--- src/rtl/line_way_select_merge_pkg.sv ---
// Shared types and helpers for the cache line way-select / write-merge stage.
package line_way_select_merge_pkg;

   localparam int LINE_BITS_DEF = 128;
   localparam int OFF_BITS_DEF  = $clog2(LINE_BITS_DEF / 8);

   typedef logic [OFF_BITS_DEF-1:0] lc3b_c_offset;

   typedef enum logic {
      ACC_WORD = 1'b0,
      ACC_BYTE = 1'b1
   } acc_mode_e;

   // A single way still needs a 1-bit index port.
   function automatic int way_bits(input int ways);
      return (ways > 1) ? $clog2(ways) : 1;
   endfunction

endpackage

--- src/rtl/line_way_select_merge_if.sv ---
// Request/response bundle between the way datapath, this stage and the CPU/writeback side.
interface line_way_select_merge_if
   import line_way_select_merge_pkg::*;
#(
   parameter int WAYS      = 2,
   parameter int LINE_BITS = LINE_BITS_DEF,
   parameter int CNT_BITS  = 16
);
   localparam int OFF_BITS = $clog2(LINE_BITS / 8);
   localparam int WAY_BITS = way_bits(WAYS);

   logic                              in_valid;
   logic                              in_ready;
   logic [WAYS-1:0]                   way_hit;
   logic [WAYS-1:0][LINE_BITS-1:0]    way_data;
   logic [OFF_BITS-1:0]               offset;
   logic                              byte_mode;
   logic                              wr_en;
   logic [15:0]                       wr_data;

   logic                              out_valid;
   logic                              out_ready;
   logic [15:0]                       out_word;
   logic [LINE_BITS-1:0]              out_line;
   logic [WAY_BITS-1:0]               out_way;
   logic                              out_hit;
   logic                              out_multihit;
   logic                              out_misalign;

   logic                              cnt_clear;
   logic [CNT_BITS-1:0]               hit_cnt;
   logic [CNT_BITS-1:0]               miss_cnt;

   modport master (
      output in_valid, way_hit, way_data, offset, byte_mode, wr_en, wr_data,
      output out_ready, cnt_clear,
      input  in_ready, out_valid, out_word, out_line, out_way, out_hit,
      input  out_multihit, out_misalign, hit_cnt, miss_cnt
   );

   modport slave (
      input  in_valid, way_hit, way_data, offset, byte_mode, wr_en, wr_data,
      input  out_ready, cnt_clear,
      output in_ready, out_valid, out_word, out_line, out_way, out_hit,
      output out_multihit, out_misalign, hit_cnt, miss_cnt
   );

endinterface

--- src/rtl/line_way_select_merge_line_byte_merge.sv ---
// Combinational word/byte extract and write-merge on one cache line.
// The extracted word always comes from the line before the merge.
module line_byte_merge
   import line_way_select_merge_pkg::*;
#(
   parameter int LINE_BITS = LINE_BITS_DEF
) (
   input  logic [LINE_BITS-1:0]              line_i,
   input  logic [$clog2(LINE_BITS/8)-1:0]    offset_i,
   input  acc_mode_e                         mode_i,
   input  logic                              wr_en_i,
   input  logic [15:0]                       wr_data_i,
   output logic [15:0]                       out_word_o,
   output logic [LINE_BITS-1:0]              merged_line_o,
   output logic                              misalign_o
);
   localparam int OFF_BITS = $clog2(LINE_BITS / 8);

   logic [OFF_BITS-1:0] word_base;
   logic [15:0]         rd_word;
   logic [7:0]          rd_byte;

   always_comb begin
      word_base    = offset_i;
      word_base[0] = 1'b0;
      rd_word      = line_i[{word_base, 3'b000} +: 16];
      rd_byte      = line_i[{offset_i, 3'b000} +: 8];

      merged_line_o = line_i;
      if (wr_en_i) begin
         if (mode_i == ACC_BYTE) begin
            merged_line_o[{offset_i, 3'b000} +: 8] = wr_data_i[7:0];
         end else begin
            merged_line_o[{word_base, 3'b000} +: 16] = wr_data_i;
         end
      end

      out_word_o = (mode_i == ACC_BYTE) ? {8'h00, rd_byte} : rd_word;
      misalign_o = (mode_i == ACC_WORD) && offset_i[0];
   end

endmodule

--- src/rtl/line_way_select_merge.sv ---
// Way priority select, single registered valid/ready stage and saturating hit/miss counters
// between the cache way datapath and the CPU/writeback side.
module line_way_select_merge
   import line_way_select_merge_pkg::*;
#(
   parameter int WAYS      = 2,
   parameter int LINE_BITS = LINE_BITS_DEF,
   parameter int CNT_BITS  = 16
) (
   input  logic                      clk,
   input  logic                      reset_n,
   line_way_select_merge_if.slave    bus
);
   localparam int WAY_BITS = way_bits(WAYS);

   logic [WAY_BITS-1:0]   sel_way;
   logic [LINE_BITS-1:0]  sel_line;
   logic                  any_hit;
   logic                  multi_hit;
   logic                  accept;

   logic [15:0]           mrg_word;
   logic [LINE_BITS-1:0]  mrg_line;
   logic                  mrg_misalign;

   logic                  valid_q,    valid_d;
   logic [15:0]           word_q,     word_d;
   logic [LINE_BITS-1:0]  line_q,     line_d;
   logic [WAY_BITS-1:0]   way_q,      way_d;
   logic                  hit_q,      hit_d;
   logic                  multihit_q, multihit_d;
   logic                  misalign_q, misalign_d;
   logic [CNT_BITS-1:0]   hit_cnt_q,  hit_cnt_d;
   logic [CNT_BITS-1:0]   miss_cnt_q, miss_cnt_d;

   // Scan from the top down so the lowest set index wins; no hit leaves way 0.
   always_comb begin
      sel_way = '0;
      for (int w = WAYS - 1; w >= 0; w--) begin
         if (bus.way_hit[w]) sel_way = WAY_BITS'(w);
      end
   end

   assign sel_line  = bus.way_data[sel_way];
   assign any_hit   = |bus.way_hit;
   assign multi_hit = |(bus.way_hit & (bus.way_hit - WAYS'(1)));

   line_byte_merge #(
      .LINE_BITS (LINE_BITS)
   ) u_merge (
      .line_i        (sel_line),
      .offset_i      (bus.offset),
      .mode_i        (acc_mode_e'(bus.byte_mode)),
      .wr_en_i       (bus.wr_en),
      .wr_data_i     (bus.wr_data),
      .out_word_o    (mrg_word),
      .merged_line_o (mrg_line),
      .misalign_o    (mrg_misalign)
   );

   assign bus.in_ready = !valid_q || bus.out_ready;
   assign accept       = bus.in_valid && bus.in_ready;

   always_comb begin
      valid_d    = valid_q;
      word_d     = word_q;
      line_d     = line_q;
      way_d      = way_q;
      hit_d      = hit_q;
      multihit_d = multihit_q;
      misalign_d = misalign_q;
      hit_cnt_d  = hit_cnt_q;
      miss_cnt_d = miss_cnt_q;

      if (accept) begin
         valid_d    = 1'b1;
         word_d     = mrg_word;
         line_d     = mrg_line;
         way_d      = sel_way;
         hit_d      = any_hit;
         multihit_d = multi_hit;
         misalign_d = mrg_misalign;
      end else if (bus.out_ready) begin
         valid_d = 1'b0;
      end

      // Clear beats a same-cycle increment.
      if (bus.cnt_clear) begin
         hit_cnt_d  = '0;
         miss_cnt_d = '0;
      end else if (accept) begin
         if (any_hit) begin
            if (hit_cnt_q != '1) hit_cnt_d = hit_cnt_q + CNT_BITS'(1);
         end else begin
            if (miss_cnt_q != '1) miss_cnt_d = miss_cnt_q + CNT_BITS'(1);
         end
      end
   end

   always_ff @(posedge clk or negedge reset_n) begin
      if (!reset_n) begin
         valid_q    <= 1'b0;
         word_q     <= '0;
         line_q     <= '0;
         way_q      <= '0;
         hit_q      <= 1'b0;
         multihit_q <= 1'b0;
         misalign_q <= 1'b0;
         hit_cnt_q  <= '0;
         miss_cnt_q <= '0;
      end else begin
         valid_q    <= valid_d;
         word_q     <= word_d;
         line_q     <= line_d;
         way_q      <= way_d;
         hit_q      <= hit_d;
         multihit_q <= multihit_d;
         misalign_q <= misalign_d;
         hit_cnt_q  <= hit_cnt_d;
         miss_cnt_q <= miss_cnt_d;
      end
   end

   assign bus.out_valid    = valid_q;
   assign bus.out_word     = word_q;
   assign bus.out_line     = line_q;
   assign bus.out_way      = way_q;
   assign bus.out_hit      = hit_q;
   assign bus.out_multihit = multihit_q;
   assign bus.out_misalign = misalign_q;
   assign bus.hit_cnt      = hit_cnt_q;
   assign bus.miss_cnt     = miss_cnt_q;

endmodule
--- src/flat_wrapper.sv ---
// flat-port wrapper written by rule: the top's interface ports become plain ports
module line_way_select_merge_flat import line_way_select_merge_pkg::*;
#(
   parameter int WAYS      = 2,
   parameter int LINE_BITS = LINE_BITS_DEF,
   parameter int CNT_BITS  = 16
)
  (clk, reset_n, bus_in_valid, bus_way_hit, bus_way_data, bus_offset, bus_byte_mode, bus_wr_en, bus_wr_data, bus_out_ready, bus_cnt_clear, bus_in_ready, bus_out_valid, bus_out_word, bus_out_line, bus_out_way, bus_out_hit, bus_out_multihit, bus_out_misalign, bus_hit_cnt, bus_miss_cnt);
  line_way_select_merge_if #(.WAYS(WAYS), .LINE_BITS(LINE_BITS), .CNT_BITS(CNT_BITS)) bus_i ();
  input  logic clk;
  input  logic reset_n;
  input wire logic [$bits(bus_i.in_valid)-1:0] bus_in_valid;
  input wire logic [$bits(bus_i.way_hit)-1:0] bus_way_hit;
  input wire logic [$bits(bus_i.way_data)-1:0] bus_way_data;
  input wire logic [$bits(bus_i.offset)-1:0] bus_offset;
  input wire logic [$bits(bus_i.byte_mode)-1:0] bus_byte_mode;
  input wire logic [$bits(bus_i.wr_en)-1:0] bus_wr_en;
  input wire logic [$bits(bus_i.wr_data)-1:0] bus_wr_data;
  input wire logic [$bits(bus_i.out_ready)-1:0] bus_out_ready;
  input wire logic [$bits(bus_i.cnt_clear)-1:0] bus_cnt_clear;
  output wire logic [$bits(bus_i.in_ready)-1:0] bus_in_ready;
  output wire logic [$bits(bus_i.out_valid)-1:0] bus_out_valid;
  output wire logic [$bits(bus_i.out_word)-1:0] bus_out_word;
  output wire logic [$bits(bus_i.out_line)-1:0] bus_out_line;
  output wire logic [$bits(bus_i.out_way)-1:0] bus_out_way;
  output wire logic [$bits(bus_i.out_hit)-1:0] bus_out_hit;
  output wire logic [$bits(bus_i.out_multihit)-1:0] bus_out_multihit;
  output wire logic [$bits(bus_i.out_misalign)-1:0] bus_out_misalign;
  output wire logic [$bits(bus_i.hit_cnt)-1:0] bus_hit_cnt;
  output wire logic [$bits(bus_i.miss_cnt)-1:0] bus_miss_cnt;
  assign bus_i.in_valid = bus_in_valid;
  assign bus_i.way_hit = bus_way_hit;
  assign bus_i.way_data = bus_way_data;
  assign bus_i.offset = bus_offset;
  assign bus_i.byte_mode = bus_byte_mode;
  assign bus_i.wr_en = bus_wr_en;
  assign bus_i.wr_data = bus_wr_data;
  assign bus_i.out_ready = bus_out_ready;
  assign bus_i.cnt_clear = bus_cnt_clear;
  assign bus_in_ready = bus_i.in_ready;
  assign bus_out_valid = bus_i.out_valid;
  assign bus_out_word = bus_i.out_word;
  assign bus_out_line = bus_i.out_line;
  assign bus_out_way = bus_i.out_way;
  assign bus_out_hit = bus_i.out_hit;
  assign bus_out_multihit = bus_i.out_multihit;
  assign bus_out_misalign = bus_i.out_misalign;
  assign bus_hit_cnt = bus_i.hit_cnt;
  assign bus_miss_cnt = bus_i.miss_cnt;
  line_way_select_merge #(.WAYS(WAYS), .LINE_BITS(LINE_BITS), .CNT_BITS(CNT_BITS)) u_core (.clk(clk), .reset_n(reset_n), .bus(bus_i));
endmodule
--- config.mk ---
export PLATFORM = sky130hd
export DESIGN_NAME = line_way_select_merge_flat
export DESIGN_NICKNAME = d
export VERILOG_FILES = /design/src/rtl/line_way_select_merge_pkg.sv /design/src/rtl/line_way_select_merge_if.sv /design/src/rtl/line_way_select_merge_line_byte_merge.sv /design/src/rtl/line_way_select_merge.sv /design/src/flat_wrapper.sv
export SDC_FILE = /design/constraint.sdc
export NUM_CORES = 1
export LEC_CHECK = 0
export ABC_CLOCK_PERIOD_IN_PS = 1800
export CAP_MARGIN = 25
export CORE_UTILIZATION = 41
export DETAILED_ROUTE_END_ITERATION = 8
export HOLD_SLACK_MARGIN = 0.05
export PLACE_DENSITY = 0.79
export SYNTH_ARGS = -nofsm -noshare
export SYNTH_HDL_FRONTEND = slang
export SYNTH_HIERARCHICAL = 1
export SYNTH_SLANG_ARGS = --single-unit
--- constraint.sdc ---
create_clock -name clk -period 1.8 [get_ports clk]
set_input_delay 0.18 -clock clk [delete_from_list [all_inputs] [get_ports clk]]
set_output_delay 0.18 -clock clk [all_outputs]
set_load 0.1 [all_outputs]
# Word level (Yosys, flattened, before mapping)
# Cells that the tools add are included.
# word_totals
output_inout_bits	182
register_bits	181
input_bits	285
wordCells	58
# classes
shifts	6
n_eq_ne	3
add_sub_neg	5
reduce_logical	13
order_cmp	1
mux	19
bitwise	2
# op_table
op	count
128-bit two-way mux	4
128-bit bitwise mux	2
16-bit two-way mux	9
16-bit by 9-bit variable shift with 128-bit output (first input constant)	1
8-bit by 9-bit variable shift with 128-bit output (first input constant)	1
128-bit by 8-bit variable part select with 16-bit output	1
128-bit by 8-bit variable part select with 8-bit output	1
16-bit by 9-bit variable part select with 128-bit output	1
8-bit by 9-bit variable part select with 128-bit output	1
16-bit by 1-bit adder with 16-bit output (second input constant)	2
16-bit inequality test (second input constant)	2
7-bit negation with 9-bit output	2
2-bit nonzero test	5
3-bit AND reduction	2
1-bit two-way mux	4
2-bit OR reduction	2
2-bit AND	1
1-bit logical AND	2
1-bit by 2-bit < comparator with 1-bit output (second input constant)	1
2-bit inequality test (second input constant)	1
2-bit by 1-bit subtractor with 2-bit output (second input constant)	1
1-bit logical NOT	1
1-bit logical OR	1
1-bit NOT	1

# Depth between registers and ports, before layout
# logic_depth
depth_word	7
depth_mapped	14
depth_no_buf	9

# By module
# Netlist, hierarchy kept.
# by_module_without_submodules
module	n_inst	seq_area_each_um2	area_each_um2	cells_each
line_way_select_merge	1	4529.3	9004.9	650
line_byte_merge	1	0.0	5520.3	784

# Worst setup path after synthesis
# OpenSTA, ideal clock, no wires.
# synth_timing
kind	input-to-reg
startpoint	input port bus_offset[2]
endpoint	register u_core.line_q[72] (netlist: u_core/bus.out_line[72])
n_path_buf	2
arrival_ns	2.955
setup_time_ns	0.125
stages	11
required_ns	1.675
setup_slack_ns	-1.280
cell_sequence	buf_4 clkinv_1 clkbuf_1 ha_1 ha_1 inv_1 or4_4 nor3_4 a41oi_2 a221o_1 mux2_2
# synth_via
elab_chain_len	5
word_cells_on_any_way	10
classes_between	add/sub: 2; shift: 4; mux: 4
# synth_rtl
element	line_no	text
from (decl)	flat_wrapper.sv:15	input wire logic [$bits(bus_i.offset)-1:0] bus_offset;
7-bit negation with 9-bit output (on tied branches)	line_way_select_merge_line_byte_merge.sv:34, line_way_select_merge_line_byte_merge.sv:32	
16-bit by 9-bit variable part select with 128-bit output (tied with other cells)	line_way_select_merge_line_byte_merge.sv:34	merged_line_o[{word_base, 3'b000} +: 16] = wr_data_i;
128-bit bitwise mux (on tied branches)	line_way_select_merge_line_byte_merge.sv:34, line_way_select_merge_line_byte_merge.sv:32	
128-bit two-way mux (*)	line_way_select_merge_line_byte_merge.sv:31	if (mode_i == ACC_BYTE) begin
128-bit two-way mux (*)	line_way_select_merge_line_byte_merge.sv:30	if (wr_en_i) begin
via u_core.mrg_line[72]	line_way_select_merge.sv:23	logic [LINE_BITS-1:0] mrg_line;
to (signal assigned)	line_way_select_merge.sv:114	line_q <= line_d;
to (decl)	line_way_select_merge.sv:28	logic [LINE_BITS-1:0] line_q, line_d;
# Mark *: on every way through the listed nets, which the timed path passes. The rest lies on a longest branch.
# A chain may end at the register's enable or synchronous reset.

# Worst setup path in the final report
# layout_timing
startpoint	input port bus_way_hit[0]
endpoint	register u_core.word_q[0] (netlist: u_core/bus.out_word[0])
# layout_via
elab_chain_len	5
word_cells_on_any_way	6
classes_between	shift: 2; mux: 4
# layout_rtl
element	line_no	text
from (decl)	flat_wrapper.sv:13	input wire logic [$bits(bus_i.way_hit)-1:0] bus_way_hit;
1-bit two-way mux (*)	line_way_select_merge.sv:40	if (bus.way_hit[w]) sel_way = WAY_BITS'(w);
128-bit two-way mux (implied by the code) (*) (2 in a row)	line_way_select_merge.sv:44	assign sel_line = bus.way_data[sel_way];
via u_core.sel_line[96]	line_way_select_merge.sv:17	logic [LINE_BITS-1:0] sel_line;
128-bit by 8-bit variable part select with 16-bit output / 128-bit by 8-bit variable part select with 8-bit output (equally long branches)	line_way_select_merge_line_byte_merge.sv:26, line_way_select_merge_line_byte_merge.sv:27	
16-bit two-way mux (*)	line_way_select_merge_line_byte_merge.sv:38	out_word_o = (mode_i == ACC_BYTE) ? {8'h00, rd_byte} : rd_word;
via u_core.mrg_word[0]	line_way_select_merge.sv:22	logic [15:0] mrg_word;
to (signal assigned)	line_way_select_merge.sv:113	word_q <= word_d;
to (decl)	line_way_select_merge.sv:27	logic [15:0] word_q, word_d;
# Mark *: on every way through the listed nets, which the timed path passes. The rest lies on a longest branch. The select of a mux whose other input is x is not followed.

==> results by group <==
Finish
  • Post-route insts no fill: approximately 2700
  • Commonest non-fill, non-tap cells in the layout: buf_4 (411), clkdlybuf4s50_1 (275), mux2_4 (176), dfrtp_1 (148), mux2_2 (139)
  • Post-layout nets: approximately 2500
  • Fillcell total: around 2500
  • Proportion of layout cells with a drive suffix above 1: 0.547
  • Area growth, synth to finish: 74.3%
  • Register area: around 4600 um2
  • Area of the multi-input gates: 11100 um2
  • Most common cell after layout, fill and taps aside: buf_4

Placement
  • HPWL after DPL: around 60000 um
  • Cell count after placement: between 2000 and 3000
  • GP Congestion: roughly 1.1
  • Port Buffers: 466

Global route
  • Vias in the first global route: about 16000
  • Initial antenna violation count: 2
  • Global-route usage over all layers: 0.413
  • First-pass GRT wire length: roughly 110000 um
  • Total grt overflow: 0
  • Pin count of the biggest net entering global routing: 47

Synthesis
  • Post-Synthesis Cell Area: 14500 um2
  • Synthesized Nets: 1729
  • Top-area cell type share of the netlist area: 0.312
  • Post-synth EDFFs: 0
  • Average cell area after synthesis: slightly above 10 um2
  • Seq cells post-synth: approximately 180
  • Synth top area cells: dfrtp_1 (31%), mux2_2 (23%), mux4_2 (5.0%)
  • Yosys warning total: 6
  • FFs w/ async S/R, synth: 1.00
  • Post-synthesis sequential area ratio: 0.312
  • Syn Inst Count: 1434
  • Synth area leader: dfrtp_1
  • Top FF cell, synth: dfrtp_1
  • Post-synth cell types: about 90

STA
  • Final setup TNS: -7.61 ns
  • Final setup fails: 87
  • Crit share post-route: 1.17
  • Tmin final: between 2 and 2.5 ns
  • Fin. max-slew vios: 0
  • RSZ-0062 raised after global routing: true
  • Fmax: 476 MHz
  • Worst Slack Setup Final: -0.300 ns
  • Fin Clk Skew: roughly 0.01 ns
  • Hold Vio Cnt, Final: 0
  • Worst-margin pin slew: about 0.90 ns
  • Relative slew slack: 0.396
  • Worst hold slack: ~0.14 ns

Pwr
  • Pleak: roughly 0.011 uW
  • Power per cell area: approximately 820 nW/um2
  • Maximum VDD drop: 0.777 mV

Min path
  • WHS Endpoint: u_core/bus.out_multihit
  • HP Start: bus_way_hit[0]
  • WHS Path Cells: 4
  • Tightest Hold Check Type: in -> reg

Critical path
  • Crit-path cells: buf_6 -> nor2b_4 -> buf_6 -> buf_12 -> buf_8 -> mux2_4 -> mux4_2 -> nand2_2 -> nand2_4 -> nor3_2 -> o22ai_1 -> mux2_4
  • FF-to-FF path depth: 6
  • R2R Path End: u_core/bus.miss_cnt[15]
  • Critical path's top delay family: multiplexers
  • CP Data Arrival Time: ~2.5 ns
  • WP buf/inv: 4
  • CP startpoint kind: input port
  • Setup CP Type: in -> reg
  • Data required, critical path: ~2.2 ns
  • Reg2reg start: u_core/bus.miss_cnt[0]
  • Crit path max fanout: 8
  • Slowest-stage cell, CP: mux4_2
  • R2R setup slack: about 0.020 ns
  • Slowest stage delay, CP: roughly 0.48 ns
  • CP Depth: 12
  • Crit. End Element: flop

Die
  • Die height: 190 um
  • Placeable Area: between 30000 and 40000 um2
  • Initial core utilization: 0.418
  • DIE WIDTH: ~190 um
  • Core Rows: 68
  • IO Pins: between 400 and 500
  • Die area: 36200 um2

Detailed routing
  • Routed Antenna Nets: 0
  • Avg WL per Cell: ~29 um
  • First-pass DRT Iterations: 6
  • Via density: between 6 and 7
  • 1st-iter DRT viols: 1565
  • WL final: about 78000 um
  • DRC errors left: 0
  • Routed vias: 16500

Clocking
  • Max Buffers Root-to-Sink: 2
  • CTS sink cnt: between 150 and 200
  • TritonCTS Buffers: 17
  • Clock-pin slew on the worst setup and hold paths: 0.08 ns
  • Worst-Skew Late Latency: between 0.4 and 0.5 ns
  • H-tree lvl count: 4
  • Clk Tree Root Cell: clkbuf_16
  • TritonCTS clock tree: done

Job
  • Max cap viols: 0

Outcome
  • Run status: complete, but fails checks
  • Failing checks: negative setup slack
repair_timing:
item	4_1_cts	5_1_grt
pin swaps	74	60
hold buffers	1	0
setup endpoints to repair	145	154
gates cloned	5	2
endpoints found under the hold margin	181	0
buffers inserted	37	37
gates resized for setup	234	154
where the power goes:
group          switching (uW)  internal [uW]
clock network            1830           1820
logic                    7730           4220
registers                 541           4710
cells by family after synthesis:
kind of cell	Yosys count	synth area share
buffers and inverters	131	0.0465
multiplexers	373	0.316
XOR/XNOR	31	0.0197
flip-flops	181	0.312
AO/OA/AOI/OAI	274	0.139
AND/OR/NAND/NOR	434	0.159
adder cells (fa/ha/maj)	10	0.00861
worst max path at each step:
stage	from	endpoint	slack (ns)
global route	bus_offset[3]	u_core/bus.out_word[7]	-0.32
global placement	bus_way_hit[1]	u_core/bus.out_word[7]	-1.27
finish	bus_way_hit[0]	u_core/bus.out_word[0]	-0.30
floorplan	bus_offset[2]	u_core/bus.out_line[72]	-0.81
CTS	bus_way_hit[0]	u_core/bus.out_word[2]	-0.25
detailed placement	bus_way_hit[1]	u_core/bus.out_word[7]	-1.31
worst reg2reg max path, stage by stage, from the launching register on:
cell and delay, ns:
dfrtp_4 0.43, buf_4 0.13, and3_2 0.23, nand2_1 0.09
nor4_2 0.30, and2b_1 0.19, mux2_4 0.30
cells in the mapped netlist, types with 4 or more instances:
master,number
nand4_1,11
nor4_2,4
mux4_2,32
nand4_2,4
xnor2_1,28
nor2_1,104
a21o_1,8
o211ai_1,9
mux2i_1,26
o22ai_1,17
inv_1,19
nor4_1,9
a221o_1,28
a311oi_1,4
o221ai_1,10
a22o_1,24
and2_1,26
a31oi_1,26
mux2_4,16
nor2b_1,29
a2111oi_0,16
nand2_1,124
a22oi_1,21
nor3_1,25
and3_1,4
nand2b_1,4
nand3_1,33
buf_1,10
clkbuf_1,38
mux2_2,297
buf_2,45
ha_1,10
o21ai_0,44
or3_1,8
dfrtp_1,181
nand3_2,4
nor3b_1,9
buf_6,16
a21oi_1,42
layer usage:
layer	track usage	up-vias	share of wire
met3	0.0909	306	0.093
met5	0	-	0
met1	0.489	8053	0.37
li1	-	6897	-
met4	0.249	0	0.070
met2	0.686	1205	0.47
stage by stage:
step / setup slack, ns / instance area (um2) / utilization / total power [uW]
2_1_floorplan: -0.809 / 15600 / - / 12400
3_3_place_gp: -1.27 / 22600 / 0.652 / 16200
3_5_place_dp: -1.31 / 22600 / 0.652 / 16300
4_1_cts: -0.254 / 24400 / 0.704 / 20400
5_1_grt: -0.316 / 25300 / 0.729 / 21300
6_report: -0.300 / 25300 / 0.729 / 20900
state kept, by name, indices dropped and copies added, names as in the netlist:
signal and count:
u_core/bus.out_way 1, u_core/bus.out_word 16, u_core/bus.hit_cnt 16, u_core/bus.out_misalign 1, u_core/bus.out_multihit 1, u_core/bus.miss_cnt 16
u_core/bus.out_hit 1, u_core/bus.out_line 128, u_core/bus.out_valid 1
cell type report:
type                            count  area share
Clock buffer                       19      0.0175
Sequential cell                   181       0.183
Clock inverter                     13     0.00395
Antenna cell                        4    0.000395
Multi-Input combinational cell   1122       0.439
Timing Repair Buffer              843       0.330
Tap cell                          455      0.0225
Inverter                           20     0.00395
Note: power is estimated with default switching activity, not from simulation.
